<file path="src/rtl/dbus_bridge_pkg.sv">
// rtl/dbus_bridge_pkg.sv - state encodings and bus opcodes for the data-bus bridge
package dbus_bridge_pkg;

  localparam logic [2:0] ST_IDLE    = 3'd0;
  localparam logic [2:0] ST_RD_REQ  = 3'd1;
  localparam logic [2:0] ST_RD_WAIT = 3'd2;
  localparam logic [2:0] ST_WR_REQ  = 3'd3;
  localparam logic [2:0] ST_WR_WAIT = 3'd4;
  localparam logic [2:0] ST_DONE    = 3'd5;

  localparam logic BUS_OP_READ  = 1'b0;
  localparam logic BUS_OP_WRITE = 1'b1;

  // States in which the bridge is waiting on the bus and the timer runs.
  function automatic logic is_bus_state(input logic [2:0] st);
    return (st == ST_RD_REQ) || (st == ST_RD_WAIT) ||
           (st == ST_WR_REQ) || (st == ST_WR_WAIT);
  endfunction

endpackage

</file>
<file path="src/rtl/dbus_bridge_bus_timer.sv">
// rtl/dbus_bridge_bus_timer.sv - per-phase wait counter with TIMEOUT compare
module dbus_bridge_bus_timer #(
  parameter int TIMEOUT = 255
) (
  input  logic clock,
  input  logic reset,
  input  logic clear,
  input  logic enable,
  output logic expired
);

  localparam int CW = ($clog2(TIMEOUT + 1) > 8) ? $clog2(TIMEOUT + 1) : 8;

  logic [CW-1:0] count_q;
  logic [CW-1:0] count_d;

  // Holds at TIMEOUT so a stuck phase can never wrap past the compare.
  always_comb begin
    count_d = count_q;
    if (clear) begin
      count_d = '0;
    end else if (enable && !expired) begin
      count_d = count_q + 1'b1;
    end
  end

  always_ff @(posedge clock or posedge reset) begin
    if (reset) begin
      count_q <= '0;
    end else begin
      count_q <= count_d;
    end
  end

  assign expired = (count_q == CW'(TIMEOUT));

endmodule

</file>
<file path="src/rtl/dbus_bridge.sv">
// rtl/dbus_bridge.sv - MEM-stage to data-bus bridge; stores are read-modify-write
module dbus_bridge
  import dbus_bridge_pkg::*;
#(
  parameter int XLEN    = 32,
  parameter int TIMEOUT = 255
) (
  input  logic            clock,
  input  logic            reset,
  input  logic            mem_load,
  input  logic            mem_store,
  input  logic [XLEN-1:0] address,
  input  logic [XLEN-1:0] store_data,
  output logic [XLEN-1:0] load_data,
  output logic            stall,
  output logic            err,
  output logic            bus_valid,
  output logic            bus_we,
  output logic [XLEN-1:0] bus_addr,
  output logic [XLEN-1:0] bus_wdata,
  input  logic            bus_ready,
  input  logic            bus_rvalid,
  input  logic [XLEN-1:0] bus_rdata
);

  logic [2:0]      state_q, state_d;
  logic [XLEN-1:0] addr_q, addr_d;
  logic [XLEN-1:0] rdata_q, rdata_d;
  logic            is_store_q, is_store_d;
  logic            err_q, err_d;
  logic            req;
  logic            timeout;

  assign req = mem_load | mem_store;

  always_comb begin
    state_d    = state_q;
    addr_d     = addr_q;
    rdata_d    = rdata_q;
    is_store_d = is_store_q;
    err_d      = 1'b0;
    case (state_q)
      ST_IDLE: begin
        if (req) begin
          addr_d     = address & ~XLEN'(3);
          is_store_d = mem_store;
          state_d    = ST_RD_REQ;
        end
      end
      ST_RD_REQ:  if (bus_ready) state_d = ST_RD_WAIT;
      ST_RD_WAIT: begin
        if (bus_rvalid) begin
          rdata_d = bus_rdata;
          state_d = is_store_q ? ST_WR_REQ : ST_DONE;
        end
      end
      ST_WR_REQ:  if (bus_ready) state_d = ST_WR_WAIT;
      ST_WR_WAIT: if (bus_rvalid) state_d = ST_DONE;
      ST_DONE:    state_d = ST_IDLE;
      default:    state_d = ST_IDLE;
    endcase
    // A handshake landing in the expiry cycle still wins over the timeout.
    if (timeout && is_bus_state(state_q) && (state_d == state_q)) begin
      rdata_d = '0;
      err_d   = 1'b1;
      state_d = ST_DONE;
    end
  end

  always_ff @(posedge clock or posedge reset) begin
    if (reset) begin
      state_q    <= ST_IDLE;
      addr_q     <= '0;
      rdata_q    <= '0;
      is_store_q <= 1'b0;
      err_q      <= 1'b0;
    end else begin
      state_q    <= state_d;
      addr_q     <= addr_d;
      rdata_q    <= rdata_d;
      is_store_q <= is_store_d;
      err_q      <= err_d;
    end
  end

  dbus_bridge_bus_timer #(
    .TIMEOUT(TIMEOUT)
  ) u_bus_timer (
    .clock   (clock),
    .reset   (reset),
    .clear   (state_d != state_q),
    .enable  (is_bus_state(state_q)),
    .expired (timeout)
  );

  assign stall     = (state_q == ST_IDLE) ? req : (state_q != ST_DONE);
  assign bus_valid = (state_q == ST_RD_REQ) || (state_q == ST_WR_REQ);
  assign bus_we    = (state_q == ST_WR_REQ) ? BUS_OP_WRITE : BUS_OP_READ;
  assign bus_addr  = addr_q;
  // The core holds store_data steady while stalled, so it is forwarded unregistered.
  assign bus_wdata = (state_q == ST_WR_REQ) ? store_data : '0;
  assign load_data = rdata_q;
  assign err       = err_q;

endmodule

</file>
<file path="config.mk">
export PLATFORM = sky130hd
export DESIGN_NAME = dbus_bridge
export DESIGN_NICKNAME = d
export VERILOG_FILES = /design/src/rtl/dbus_bridge_pkg.sv /design/src/rtl/dbus_bridge_bus_timer.sv /design/src/rtl/dbus_bridge.sv
export SDC_FILE = /design/constraint.sdc
export NUM_CORES = 1
export LEC_CHECK = 0
export CORE_MARGIN = 10
export CORE_UTILIZATION = 35
export DETAILED_ROUTE_END_ITERATION = 10
export PLACE_DENSITY = 0.8
export SLEW_MARGIN = 20
export SYNTH_ARGS = -nofsm -noshare
export SYNTH_HDL_FRONTEND = slang
export SYNTH_SLANG_ARGS = --single-unit
</file>
<file path="constraint.sdc">
create_clock -name clock -period 3.83 [get_ports clock]
set_input_delay 0.766 -clock clock [delete_from_list [all_inputs] [get_ports clock]]
set_output_delay 0.766 -clock clock [all_outputs]
set_load 0.02 [all_outputs]
</file>
Word level (Yosys, flattened, before mapping)
Cells that the tools add are included.
- add/sub/neg operators: 1
- equal/unequal tests: 8
- multiplexer cells: 17
- bitwise gates (word level): 1
- reductions and logical operators: 14
- operators by type and width (cell ; number):
    two-way mux 32 bit ; 4
    two-way mux 3 bit ; 7
    two-way mux 8 bit ; 2
    case mux 3 bit (5 select lines) ; 1
    adder 8 x 1 -> 8 bit (second input constant) ; 1
    equality test 8 bit (second input constant) ; 1
    equality test 3 x 2 -> 1 bit (second input constant) ; 2
    nonzero test 2 bit ; 3
    logical OR 1 bit ; 4
    AND reduction 2 bit ; 2
    equality test 3 x 1 -> 1 bit (second input constant) ; 1
    equality test 3 bit ; 1
    equality test 3 bit (second input constant) ; 1
    logical AND 1 bit ; 3
    zero test 3 bit ; 1
    two-way mux 1 bit ; 3
    inequality test 3 bit ; 1
    inequality test 3 bit (second input constant) ; 1
    zero test 1 bit ; 1
    bitwise OR 1 bit ; 1
- bits in registers: 75
- input port bits: 102

Longest topological paths before layout
- depth after elaboration: 9
- mapped depth: 7
- gate-level depth less buffers: 5

Modules after synthesis
From an unflattened synthesis, not the netlist that was laid out.
- cells, all modules: 344
- area, all modules: 3728.6 um^2
- by module, submodules not included (module ; instances ; cells each ; area each (um^2)):
    dbus_bridge ; 1 ; 296 ; 3236.9
    dbus_bridge_bus_timer ; 1 ; 48 ; 491.7

Worst setup path after synthesis
No wires, ideal clock.
- kind: input port to output port
- start point: input port mem_store
- end point: output port stall
- arrival time: 1349 ps
- setup slack: 1715 ps
- stages: 3
- buffers on the path: 0
- path through: nor4_1 -> a21oi_1 -> or2_2
- longest elaborated chain between the ends: 2
- RTL lines (item ; RTL line ; RTL):
    start: declaration ; dbus_bridge.sv:11 ; input logic mem_store,
    bitwise OR 1 bit ; dbus_bridge.sv:34 ; assign req = mem_load | mem_store;
    two-way mux 1 bit ; dbus_bridge.sv:96 ; assign stall = (state_q == ST_IDLE) ? req : (state_q != ST_DONE);
    end: declaration ; dbus_bridge.sv:15 ; output logic stall,
No other way between the ends.

Final worst setup path
Same ends and word-level chain as after synthesis.

==> results.toml <==
[cts]
cts_buffer_depth = 2
ctsHoldBuffers = 0
htree_levels = 3
cts_tree = "built"
cts.sinks = 75
postCtsSetupRepairBufs = 0
ctsResizeCount = 0
cts_buffers = 9
clk_latency_ns = 0.35
cts_root_buf = "clkbuf_8"
path_clk_slew_ns = 0.09

[grt]
grt_max_degree = 76
grt_usage_pct = 16.6
grt_pass1_wl_mm = 19.5
grt.overflow.total = 0
antenna_found_initial = 0
grt_pass1_vias = 3625

[drt]
dr.pass1.iters = 6
wire_per_inst_um = 18.1
wl_met3_mm = 1.59
highest_layer = "met4"
final_antenna_net_count = 0
wl_met2_mm = 6.02
drt-met1-wl_mm = 4.82
drt_iter0_drc = 153
drc = 0
via_count = 3350
routed_via_density = 4.83
drt-total-wl_mm = 12.5

[floorplanning]
core.rowCount = 37
ios = 202
die_y_um = 122
initial_core_util_pct = 35.5
dieWidth_um = 122
dieArea_um2 = 14800
fp.coreArea_um2 = 10200

[logic_synthesis]
yosysWarnings = 0
ys_async_sr_fraction_pct = 100
synth-edff-count = 0
netlist-cell-type-count = 50
synth_cells = 363
synth_seq_cells = 75
avgSynthCellArea_um2 = 9.96
ys_seq_area_share_pct = 51.9
ys_dominant_reg_cell = "dfrtp_1"
synth_area_um2 = 3620

[placement]
hpwlAfterDp_mm = 9.82
dp_slack_ns = 0.589
routabilityCongestion = 0.773
io_buffers = 197

[power_and_ir_drop]
ir_worst_vdd_v = 0.000400
p_leak_nw = 2.56
p_sw_mw = 2.05
p_int_mw = 2.67
clock_power_share_pct = 12.9
comb_power_share_pct = 57.1
p_seq_share_pct = 30.1
sw_frac_of_total_pct = 43.5
cellPowerDensity_nw_per_um2 = 808

[status]
status = "finished, final reports clean"

[timing]
post-route-min-period_ns = 3.21
drv_slew = 0
finalSetupViolCount = 0
worst_slack_ns = 0.620
hold_viol = 0
setup_tns_ns = 0
max_freq_mhz = 312
finClkSkew_ns = 0.0117
period_share_pct = 83.8
tightest_slew_ns = 0.936
relSlewSlack_pct = 37.6
rsz0062_at_grt = "no"

[hold_path]
hold_depth = 2
min_path_type = "register to register"

[critical_path]
slowest_delay_ns = 0.58
cp_slowest_cell = "clkdlybuf4s50_1"
cp_top_family = "buffers and inverters"
cp_common_cell = "clkdlybuf4s50_1"
crit_type = "input pin to output port"
critPathLaunchType = "input pin"
crit_required_ns = 3.06
reg2reg_depth = 6
worst_setup_path_end_kind = "output port"
crit_path_cell_trace = "clkdlybuf4s50_1 > nor4_1 > a21oi_1 > or2_2 > clkdlybuf4s50_1"
critPathBufInv = 2
crit_fanout = 5
cp.arrival_ns = 2.44
cp.depth = 5

[cells_and_area]
layout-drive-gt1-share_pct = 7.72
layout_common_cells = "197 x clkdlybuf4s50_1, 93 x nand2_1, 74 x dfrtp_1, 37 x a21oi_1"
final_common_cell = "clkdlybuf4s50_1"
nNetsFinal = 656
area_growth_pct = 61.7
diodes = 0

[flow_run]
cap_violations = 0
## tightest hold or removal path, cell delays in order, from the launching register on
cell	delay [ns]
dfrtp_1	0.35
nand2_1	0.05
nand2_1	0.06
## layer usage
metal	vias up	track usage [%]
met5	-	0
li1	1619	-
met1	1577	18.3
met3	10	9.07
met2	144	27.3
met4	0	4.40
## final cells by class
class	count	area, µm²
sequential	75	1880
multi-input combinational	258	1560
clock buffer	9	124
inverter	3	11.3
timing repair buffer	206	2040
fill	870	4340
tap	136	170
clock inverter	6	65.1
## power groups by stage
| stage | Clock (mW) | Sequential (mW) | Combinational, mW |
|---|---|---|---|
| final | 0.608 | 1.42 | 2.70 |
| after floorplan | 0 | 1.76 | 1.21 |
| after global routing | 0.653 | 1.47 | 2.93 |
| after detailed placement | 0 | 1.43 | 2.72 |
| after global placement | 0 | 1.41 | 2.67 |
| after CTS | 0.629 | 1.42 | 2.74 |
## cell usage after synthesis, types with 3 or more instances
master    instances  area, µm²
buf_6             4       45.0
a21oi_1          37        185
clkbuf_1          9       33.8
nor2_1            7       26.3
inv_1             3       11.3
o21ai_0           3       15.0
mux2i_1          33        330
nand3_1           3       15.0
dfrtp_1          75       1880
nor3_1            3       15.0
buf_2             7       35.0
and3_1           33        206
nand2_1          93        349
buf_4             8       60.1
## kinds of logic (layout without fill, tap and decap cells)
kind of cell             after synthesis  in the layout  share of synthesized area (%)
AND/OR/NAND/NOR                      162            162                           22.2
flip-flops                            75             75                           51.9
AO/OA/AOI/OAI                         56             56                           10.0
multiplexers                          35             35                           9.76
buffers and inverters                 31            224                           5.12
XOR/XNOR                               2              2                          0.485
adder cells (fa/ha/maj)                1              1                          0.346
other                                  1              2                          0.104
## flip-flops by register name, summed over array words and instances (netlist names)
name / count
load_data: 32
bus_addr: 30
u_bus_timer.count_q: 8
state_q: 3
err: 1
is_store_q: 1
## worst paths after layout
check                      slack (ns)                     start                        to
min in group asynchronous        1.00                     reset  bus_addr[17]$_DFFE_PP0P_
setup reg to reg                 1.17      state_q[0]$_DFF_PP0_  load_data[9]$_DFFE_PP0P_
max in group asynchronous        2.15                     reset      state_q[0]$_DFF_PP0_
hold / removal                   0.48  bus_addr[31]$_DFFE_PP0P_  bus_addr[31]$_DFFE_PP0P_
hold reg to reg                  0.48  bus_addr[31]$_DFFE_PP0P_  bus_addr[31]$_DFFE_PP0P_
setup / recovery                 0.62                 mem_store                     stall
## metrics by stage
stage / std cells / hold slack [ns] / power, mW / utilization [%] / instance area [µm²]
2_1_floorplan: 364 / 0.474 / 2.97 / - / 3620
3_3_place_gp: 678 / 0.457 / 4.08 / 55.6 / 5660
3_5_place_dp: 678 / 0.461 / 4.16 / 55.6 / 5660
4_1_cts: 693 / 0.482 / 4.79 / 57.4 / 5850
5_1_grt: 693 / 0.505 / 5.05 / 57.4 / 5850
6_report: 693 / 0.481 / 4.72 / 57.4 / 5850
Note: power is estimated with default switching activity, not from simulation.
